### config.mk
export PLATFORM = sky130hd
export DESIGN_NAME = mult_div_unit
export DESIGN_NICKNAME = d
export VERILOG_FILES = /design/src/rtl/mips_pkg.sv /design/src/rtl/mult_div_unit_div_step.sv /design/src/rtl/mult_div_unit.sv
export SDC_FILE = /design/constraint.sdc
export NUM_CORES = 1
export LEC_CHECK = 0
export BUFFER_PORTS_ARGS = -buffer_cell sky130_fd_sc_hd__buf_2
export CORE_MARGIN = 2
export CORE_UTILIZATION = 67
export DETAILED_ROUTE_END_ITERATION = 10
export PLACE_DENSITY_LB_ADDON = 0.05
export SLEW_MARGIN = 20
export SYNTH_ARGS = -nofsm -noshare
export SYNTH_HDL_FRONTEND = slang
export SYNTH_HIERARCHICAL = 1
export SYNTH_SLANG_ARGS = --single-unit
export TNS_END_PERCENT = 20
### constraint.sdc
create_clock -name clock -period 9 [get_ports clock]
set_input_delay 1.8 -clock clock [delete_from_list [all_inputs] [get_ports clock]]
set_output_delay 1.8 -clock clock [all_outputs]
set_load 0.05 [all_outputs]
### src/rtl/mips_pkg.sv
// Shared definitions for the multiply/divide unit: word width, default
// iteration count, FSM state encoding and a small magnitude helper.
// The DIVZ state only exists when DIV0_EXC_EN is defined.
package mips_pkg;

  localparam int WORD_W         = 32;
  localparam int N_ITER_DEFAULT = 32;

  typedef enum logic [2:0] {
    IDLE = 3'd0,
    MULT = 3'd1,
    DIV  = 3'd2,
`ifdef DIV0_EXC_EN
    DONE = 3'd3,
    DIVZ = 3'd4
`else
    DONE = 3'd3
`endif
  } state_t;

  // Absolute value of a two's complement word; 0x80000000 maps to 2^31,
  // which is still representable when the result is read as unsigned.
  function automatic logic [WORD_W-1:0] magnitude(input logic [WORD_W-1:0] value);
    return value[WORD_W-1] ? -value : value;
  endfunction

endpackage

### src/rtl/mult_div_unit_div_step.sv
// One restoring-division step on unsigned magnitudes. The next dividend bit
// is shifted into the partial remainder; the divisor is subtracted if it
// fits, and the resulting quotient bit is shifted into the quotient word.
module div_step
  import mips_pkg::*;
#(
  parameter int W = WORD_W
) (
  input  logic [W-1:0] i_rem,
  input  logic [W-1:0] i_quo,
  input  logic [W-1:0] i_divisor,
  output logic [W-1:0] o_rem,
  output logic [W-1:0] o_quo
);

  logic [W:0] w_shifted;
  logic [W:0] w_diff;

  // The partial remainder is always below the divisor (at most 2^(W-1)),
  // so the shifted value fits in W+1 bits and the top bit of the
  // difference is a reliable borrow flag.
  always_comb begin
    w_shifted = {i_rem, i_quo[W-1]};
    w_diff    = w_shifted - {1'b0, i_divisor};
    if (!w_diff[W]) begin
      o_rem = w_diff[W-1:0];
      o_quo = {i_quo[W-2:0], 1'b1};
    end else begin
      o_rem = w_shifted[W-1:0];
      o_quo = {i_quo[W-2:0], 1'b0};
    end
  end

endmodule

### src/rtl/mult_div_unit.sv
// Iterative signed multiply/divide unit. Multiply uses radix-2 Booth, one
// step per cycle; divide uses restoring division on magnitudes with a sign
// fix-up on the final step. HI/LO are written only on the transition into
// DONE, so they never show partial results.
// Optional macro DIV0_EXC_EN: a divide with B==0 goes to DIVZ and pulses
// Div0 instead of running the full division.
module mult_div_unit
  import mips_pkg::*;
#(
  parameter int N_ITER = N_ITER_DEFAULT
) (
  input  logic              clock,
  input  logic              reset,
  input  logic              MultOp,
  input  logic              DivOp,
  input  logic [WORD_W-1:0] A,
  input  logic [WORD_W-1:0] B,
  output logic [WORD_W-1:0] HI,
  output logic [WORD_W-1:0] LO,
  output logic              Busy,
  output logic              Done,
  output logic              Div0
);

  localparam int CNT_W = $clog2(N_ITER + 1);
  localparam int PW    = 2 * WORD_W + 2;

  state_t            r_state;
  state_t            w_nextState;
  logic [CNT_W-1:0]  r_count;
  logic              w_lastStep;

  // Booth register layout: {accumulator (WORD_W+1), multiplier (WORD_W), q-1}.
  // The extra accumulator bit keeps -2^31 * -2^31 from overflowing.
  logic [PW-1:0]     r_booth;
  logic [PW-1:0]     w_boothNext;
  logic [WORD_W:0]   w_mcandExt;
  logic [WORD_W:0]   w_accSum;
  logic [WORD_W-1:0] r_mcand;

  logic [WORD_W-1:0] r_rem;
  logic [WORD_W-1:0] r_quo;
  logic [WORD_W-1:0] r_divisor;
  logic [WORD_W-1:0] w_remNext;
  logic [WORD_W-1:0] w_quoNext;
  logic              r_negQuo;
  logic              r_negRem;

  logic [WORD_W-1:0] r_hi;
  logic [WORD_W-1:0] r_lo;

  assign w_lastStep = (r_count == CNT_W'(N_ITER - 1));

  div_step #(
    .W(WORD_W)
  ) u_divStep (
    .i_rem    (r_rem),
    .i_quo    (r_quo),
    .i_divisor(r_divisor),
    .o_rem    (w_remNext),
    .o_quo    (w_quoNext)
  );

  // One Booth step: add or subtract the multiplicand according to the
  // low bit pair, then arithmetic-shift the whole register right by one.
  always_comb begin
    w_mcandExt = {r_mcand[WORD_W-1], r_mcand};
    case (r_booth[1:0])
      2'b01:   w_accSum = r_booth[PW-1 -: WORD_W+1] + w_mcandExt;
      2'b10:   w_accSum = r_booth[PW-1 -: WORD_W+1] - w_mcandExt;
      default: w_accSum = r_booth[PW-1 -: WORD_W+1];
    endcase
    w_boothNext = {w_accSum[WORD_W], w_accSum, r_booth[WORD_W:1]};
  end

  // State register; reset wins over any start request or ongoing operation.
  always_ff @(posedge clock) begin
    if (reset) begin
      r_state <= IDLE;
    end else begin
      r_state <= w_nextState;
    end
  end

  // Next-state logic; start requests are only looked at in IDLE and
  // multiply takes priority when both are raised together.
  always_comb begin
    w_nextState = r_state;
    case (r_state)
      IDLE: begin
        if (MultOp) begin
          w_nextState = MULT;
        end else if (DivOp) begin
`ifdef DIV0_EXC_EN
          w_nextState = (B == '0) ? DIVZ : DIV;
`else
          w_nextState = DIV;
`endif
        end
      end
      MULT:    w_nextState = w_lastStep ? DONE : MULT;
      DIV:     w_nextState = w_lastStep ? DONE : DIV;
      DONE:    w_nextState = IDLE;
      default: w_nextState = IDLE;
    endcase
  end

  // Datapath: latch operands on the start edge, iterate one step per cycle,
  // and commit HI/LO (with divide sign fix-up) on the final step only.
  always_ff @(posedge clock) begin
    if (reset) begin
      r_count   <= '0;
      r_booth   <= '0;
      r_mcand   <= '0;
      r_rem     <= '0;
      r_quo     <= '0;
      r_divisor <= '0;
      r_negQuo  <= 1'b0;
      r_negRem  <= 1'b0;
      r_hi      <= '0;
      r_lo      <= '0;
    end else begin
      case (r_state)
        IDLE: begin
          r_count <= '0;
          if (MultOp) begin
            r_mcand <= A;
            r_booth <= {{(WORD_W + 1){1'b0}}, B, 1'b0};
          end else if (DivOp) begin
            r_rem     <= '0;
            r_quo     <= magnitude(A);
            r_divisor <= magnitude(B);
            r_negQuo  <= A[WORD_W-1] ^ B[WORD_W-1];
            r_negRem  <= A[WORD_W-1];
          end
        end
        MULT: begin
          r_booth <= w_boothNext;
          r_count <= r_count + CNT_W'(1);
          if (w_lastStep) begin
            r_hi <= w_boothNext[2*WORD_W -: WORD_W];
            r_lo <= w_boothNext[WORD_W:1];
          end
        end
        DIV: begin
          r_rem   <= w_remNext;
          r_quo   <= w_quoNext;
          r_count <= r_count + CNT_W'(1);
          if (w_lastStep) begin
            r_lo <= r_negQuo ? -w_quoNext : w_quoNext;
            r_hi <= r_negRem ? -w_remNext : w_remNext;
          end
        end
        default: begin
        end
      endcase
    end
  end

  // Status outputs decoded directly from the current state.
  always_comb begin
    Busy = (r_state != IDLE);
    Done = (r_state == DONE);
`ifdef DIV0_EXC_EN
    Div0 = (r_state == DIVZ);
`else
    Div0 = 1'b0;
`endif
  end

  assign HI = r_hi;
  assign LO = r_lo;

endmodule

==> results.toml, run 1 <==
[drt]
wl_per_cell_um = 20.4
drt_iter0_drc = 1843
vias = 18100
drt_pass1_iterations = 8
drtAntennaViolNets = 0
drc = 0
viasPerCell = 6.50
wl_um = 56800

[critical_path]
rr_worst_depth = 21
cpPeakStageDelay_ps = 560
arrival_ps = 7020
end_kind = "flip-flop"
critPathRequiredTime_ps = 9480
path_cells = "inv_1, ha_1, fa_1, nor2b_4, o31ai_2, a211o_1, nand4_1, a41o_1, a311oi_2, xor2_2, inv_2, buf_4, mux2_4, or4_4, or4_4, or4b_4, or3_4, o41ai_2, xor2_1, a311o_1, a31oi_1"
crit_type = "flip-flop to flip-flop"
crit_fanout = 23
slowest_stage = "or4_4"
r2r-end = "HI[31]"
reg2reg_from = "r_quo[31]"
cp-start-kind = "flip-flop"
path_buf_inv = 3
cpMostUsedCell = "or4_4"
r2r_slack_ps = 2460
cpLargestDelayFamily = "simple AND/OR/NAND/NOR gates"

[min_path]
hold_path_end = "HI[30]"
hold_path_class = "flip-flop to flip-flop"
hold_depth = 2
hp-start = "HI[30]"

[sta]
finalCritPeriodShare_pct = 72.7
period_minus_slack_ps = 6540
fmax_ghz = 0.153
setup_viol = 0
rsz0062_at_grt = "false"
fin_hold_ws_ps = 441
drv_slew = 0
hold_viol_final = 0
tns_ps = 0
worstMarginPinSlew_ps = 1040
clock_skew_ps = 22.5
maxSlewHeadroom_pct = 30.0

[synthesis]
synth-seq-cells = 267
syn_avg_cell_area_um2 = 7.59
synth_cells = 2434
async_reset_ff_share_pct = 0
ys.flop_type = "dfxtp_1"
netlist_area_um2 = 18500
synth_cell_types = 78
yosysSeqAreaShare_pct = 29.0
synth_edf_count = 0
syn_nets = 2580
ys_warn_count = 6

[die]
die_h_um = 170
coreArea_um2 = 27000
start_util_pct = 68.3
die_x_um = 170
ioPinCount = 135
rows = 60
dieArea_um2 = 28900

[placement]
portBuffers = 133
hpwl_um = 41200
gp_congestion = 0.965

[cts]
insertion_delay_ps = 570
numCtsBuffers = 30
cts_tree = "built"
clkSinkCount = 267
clk_pin_slew_ps = 60
clock_path_buffers = 3
cts_setup_buffers = 0
cts-resized-gates = 0
h-tree-depth = 1
root_buffer = "clkbuf_16"
cts-hold-fix-buffers = 0

[cells_and_area]
final_nets = 2573
synthToLayoutAreaGrowth_pct = 7.69
drive_gt1_share_pct = 10.9
fillers = 2232

[run_status]
status = "finished, final reports clean"

[power]
ir_drop_mv = 0.157
leakage_nw = 7.90
power_density_nw_per_um2 = 185

[global_route]
grt_pass1_wl_um = 88800
grt_pass1_vias = 16700
grt_max_degree = 154
antenna_found_initial = 4
globalRoute.totalOverflow = 0
grtUsageTotal_pct = 38.2

[run]
drv_cap = 0
[metal layers]
layer / up-vias / global-route usage [%] / part of all wire, %
li1: 8611 / - / -
met1: 8558 / 52.4 / 43
met2: 828 / 61.6 / 45
met3: 137 / 4.72 / 7.7
met4: 2 / 14.7 / 4.2
met5: - / 0 / 0.019
[report_power, final]
group | total, W | internal (W) | switching [W]
registers | 0.00133 | 0.00125 | 0.0000782
clock network | 0.00121 | 0.000706 | 0.000505
logic | 0.00115 | 0.000408 | 0.000737
[cells in the final DEF, fill, tap and decap left out, types with 32 or more instances in the layout]
| master | n |
|---|---|
| xor2_1 | 116 |
| nand3_1 | 60 |
| xnor2_1 | 85 |
| o31ai_1 | 43 |
| a211oi_1 | 88 |
| buf_2 | 132 |
| ha_1 | 74 |
| a21oi_1 | 265 |
| nand2_1 | 318 |
| o211ai_1 | 32 |
| mux2i_1 | 51 |
| a21o_1 | 36 |
| o21ai_0 | 118 |
| inv_1 | 80 |
| nor2_1 | 238 |
| dfxtp_1 | 266 |
[tightest hold or removal path, stage by stage, from the launching register on]
cell and delay [ps]:
dfxtp_1 310, nand2_1 50, nand2_1 40
[logic make-up after synthesis]
| group | after synthesis | synth area share, % |
|---|---|---|
| and+or+nand+nor | 799 | 19.3 |
| adders and majority gates | 78 | 5.37 |
| muxes | 81 | 5.12 |
| xor gates and xnor gates | 202 | 9.62 |
| AOI/OAI and AO/OA | 736 | 25.3 |
| other | 1 | 0.0203 |
| DFF | 267 | 29.0 |
| buffers and inverters | 270 | 6.38 |
[registers in the layout (all words and copies together) (netlist names)]
signal,flops
HI,32
LO,32
r_booth,65
r_count,6
r_divisor,32
r_mcand,32
r_negQuo,1
r_negRem,1
r_quo,32
r_rem,32
r_state,2
[synth_stat cells, types with 5 or more instances]
master / count / area share [%]
mux2_4: 26 / 2.1
o22ai_1: 9 / 0.30
and3_1: 10 / 0.34
nor4_1: 21 / 0.71
or3_1: 24 / 0.81
a2111oi_0: 5 / 0.24
nand2_1: 318 / 6.5
o211ai_1: 32 / 1.3
buf_1: 20 / 0.41
o31ai_1: 43 / 1.7
xnor2_1: 85 / 4.0
nand2b_1: 19 / 0.64
a222oi_1: 8 / 0.43
nand4_1: 16 / 0.54
o41ai_1: 17 / 0.81
a31oi_1: 21 / 0.71
nor2b_1: 19 / 0.64
xor2_1: 116 / 5.5
a21o_1: 36 / 1.5
a21oi_1: 267 / 7.2
o21a_1: 11 / 0.45
buf_4: 33 / 1.3
a311oi_1: 6 / 0.28
or2_2: 6 / 0.20
or4_1: 10 / 0.41
o21ai_0: 119 / 3.2
nor3_1: 31 / 0.84
clkbuf_1: 129 / 2.6
o21bai_1: 9 / 0.37
a22oi_1: 21 / 0.85
nand3_1: 60 / 1.6
inv_1: 80 / 1.6
and2_1: 10 / 0.34
dfxtp_1: 267 / 29
ha_1: 76 / 5.2
a211oi_1: 88 / 3.6
mux2i_1: 51 / 2.8
nor2_1: 240 / 4.9
buf_6: 5 / 0.30
[worst max path at each step]
stage	from	end	slack [ps]	depth (start not counted)
floorplan	r_quo[31]	HI[31]	3510	21
global placement	r_quo[31]	HI[31]	2700	21
detailed placement	r_quo[31]	HI[31]	2570	21
CTS	r_quo[31]	HI[31]	2510	21
global route	r_divisor[23]	HI[31]	2190	20
finish	r_quo[31]	HI[31]	2460	21
[through the flow]
stage	util, %	area [um^2]	std cells	power, W	setup WS (ps)
4_1_cts	73.5	19900	2787	0.00366	2510
3_3_place_gp	69.9	18900	2736	0.00243	2700
3_5_place_dp	69.9	18900	2736	0.00246	2570
2_1_floorplan	-	18500	2434	0.00218	3510
5_1_grt	73.5	19900	2787	0.00383	2190
6_report	73.6	19900	2789	0.00368	2460
[layout make-up]
cell class | count | area [um^2] | area share [%]
Multi-Input combinational cell | 1897 | 12000 | 60.5
Sequential cell | 267 | 5350 | 26.9
Clock buffer | 39 | 835 | 4.20
Timing Repair Buffer | 150 | 806 | 4.05
Tap cell | 341 | 427 | 2.15
Inverter | 81 | 304 | 1.53
Clock inverter | 12 | 130 | 0.654
Antenna cell | 2 | 5.00 | 0.0252
(Power assumes the default switching activity.)
==> inputs of run 2 (changes only) <==
--- a/config.mk
+++ b/config.mk
@@ -7,7 +7,7 @@
 export LEC_CHECK = 0
 export BUFFER_PORTS_ARGS = -buffer_cell sky130_fd_sc_hd__buf_2
 export CORE_MARGIN = 2
-export CORE_UTILIZATION = 67
+export CORE_UTILIZATION = 56
 export DETAILED_ROUTE_END_ITERATION = 10
 export PLACE_DENSITY_LB_ADDON = 0.05
 export SLEW_MARGIN = 20
==> constraint.sdc (replaced) <==
create_clock -name clock -period 5.65 [get_ports clock]
set_input_delay 1.13 -clock clock [delete_from_list [all_inputs] [get_ports clock]]
set_output_delay 1.13 -clock clock [all_outputs]
set_load 0.05 [all_outputs]
==> run 2 against run 1 <==
The flow now finishes with violations (negative setup slack). Highest routed layer unchanged. Count of clock-buffer cells in the layout is 3 higher. Non-clock buffer count is 43 higher. Sequential power up 59%. Routed wire length increased by 3.9%. Die area increased by 19%. Via count is 0.66% lower. Largest cell class unchanged. Final cell count up 5.3%. Clock skew grew 2.3 ps. Power grew 67%.
==> results.toml, run 2 (synthesized netlist as in run 1, its figures left out) <==
[run_status]
status = "finished, violations left"
violations = "negative setup slack"

[cts]
root_buffer = "clkbuf_16"
clock_path_buffers = 3
clkSinkCount = 267
numCtsBuffers = 31
clk_pin_slew_ps = 60
cts_tree = "built"
h-tree-depth = 1
insertion_delay_ps = 600

[critical_path]
path_cells = "inv_2, ha_4, fa_2, nor2b_4, o31ai_4, a211o_1, nand4_1, a41o_1, a311oi_2, xor2_2, inv_4, buf_4, mux2_4, or4_4, or4_4, or4b_4, or3_4, buf_6, o41ai_4, xnor2_1, a222oi_1, nor2_1"
arrival_ps = 6100
critPathRequiredTime_ps = 6080
crit_type = "flip-flop to flip-flop"
cp-start-kind = "flip-flop"
r2r_slack_ps = -20
end_kind = "flip-flop"
cpMostUsedCell = "or4_4"
cpPeakStageDelay_ps = 520
slowest_stage = "or4_4"
crit_fanout = 4

[sta]
hold_viol_final = 0
worstMarginPinSlew_ps = 1150
layout_setup_ws_ps = -15.4
fmax_ghz = 0.177
finalCritPeriodShare_pct = 100
setup_viol = 1
period_minus_slack_ps = 5670
maxSlewHeadroom_pct = 23.6
rsz0062_at_grt = "true"
drv_slew = 0
clock_skew_ps = 24.8

[power]
power_density_nw_per_um2 = 300
power_w = 0.00616
leakage_nw = 8.19
ir_drop_mv = 0.257

[placement]
pre_cts_ws_ps = 30.0
dp.cells = 2870
hpwl_um = 43500
portBuffers = 133
placedInstanceArea_um2 = 19300
gp_congestion = 0.925

[cells_and_area]
fin_cells = 2938
drive_gt1_share_pct = 13.0
final_nets = 2617
regMostFlops = "r_booth"
largest_reg_flops = 65
fin_area_um2 = 20500
layout_commonest_cell = "nand2_1"
final_cell_mix = "nand2_1 (318), dfxtp_1 (265), a21oi_1 (264)"
synthToLayoutAreaGrowth_pct = 11.3

[global_route]
grt_pass1_vias = 16500
globalRoute.totalOverflow = 0
grtUsageTotal_pct = 33.3
grt_max_degree = 155
antenna_found_initial = 4
grt_pass1_wl_um = 90500

[min_path]
hold_path_class = "flip-flop to flip-flop"

[drt]
drc = 0
vias = 18000
drt_pass1_iterations = 5
wl_um = 59100
drt_iter0_drc = 1631
wl_per_cell_um = 20.1
drtAntennaViolNets = 0
viasPerCell = 6.13

[die]
dieArea_um2 = 34400
die_h_um = 186
rows = 66
start_util_pct = 56.7
ioPinCount = 135
die_x_um = 186
coreArea_um2 = 32500

[run]
drv_cap = 0
## run 2: changes by cell type in the layout (fill, tap and decap cells not counted), moves of 2 or more
cell,before,now
buf_12,0,2
buf_4,16,57
bufinv_16,2,4
clkinv_4,0,2
ha_1,74,72
ha_2,0,2
o21ai_1,3,1
## run 2: timing repair
item                                    in CTS  in global routing
endpoints found under the setup margin       0                 10
hold buffers                                 0                  0
setup buffers                                0                 10
gates resized for setup                      0                 18
## run 2: worst paths after layout
path                   from  cells past startpoint     end
setup / recovery  r_quo[31]                     22  HI[27]
hold / removal       HI[30]                      2  HI[30]
setup reg to reg  r_quo[31]                     22  HI[27]
hold reg to reg      HI[30]                      2  HI[30]
## run 2: stage by stage
stage / utilization (%) / TNS [ps] / hold slack, ps
2_1_floorplan: - / 0 / 432
3_3_place_gp: 59.3 / 0 / 439
3_5_place_dp: 59.3 / 0 / 440
4_1_cts: 62.6 / 0 / 448
5_1_grt: 63.1 / -552 / 484
6_report: 63.1 / -15.4 / 449
## run 2: worst max-delay path, delay by kind of cell, from the launching register on
kind            cells  cell delay, ps
compound gates      6            1230
simple gates        7            2270
mux                 1             310
xor+xnor            2             370
buf+inv             4             430
fa+ha+maj           2             580
flops               1             330
## run 2: power by group
part / leakage [nW] / switching (W) / total, W / internal [W]
Sequential: 2.17 / 0.000123 / 0.00211 / 0.00199
Clock: 0.529 / 0.000866 / 0.00214 / 0.00127
Combinational: 5.48 / 0.00120 / 0.00191 / 0.000705
Total: 8.19 / 0.00219 / 0.00616 / 0.00396
## run 2: layer usage
metal  GRT usage (%)  vias to the layer above  part of all wire, %
met5               0                        -                0.066
met1            44.9                     8575                   44
li1                -                     8706                    -
met3            4.72                      108                  6.7
met2            55.0                      621                   46
met4            10.4                        6                  3.1
## run 2: layout make-up
type                            instances  area (um^2)
Timing Repair Buffer                  193         1150
Fill cell                            3018        12000
Antenna cell                            1         2.50
Tap cell                              442          553
Multi-Input combinational cell       1897        12100
Clock inverter                         15          203
Clock buffer                           42          877
Inverter                               81          307
Sequential cell                       267         5350
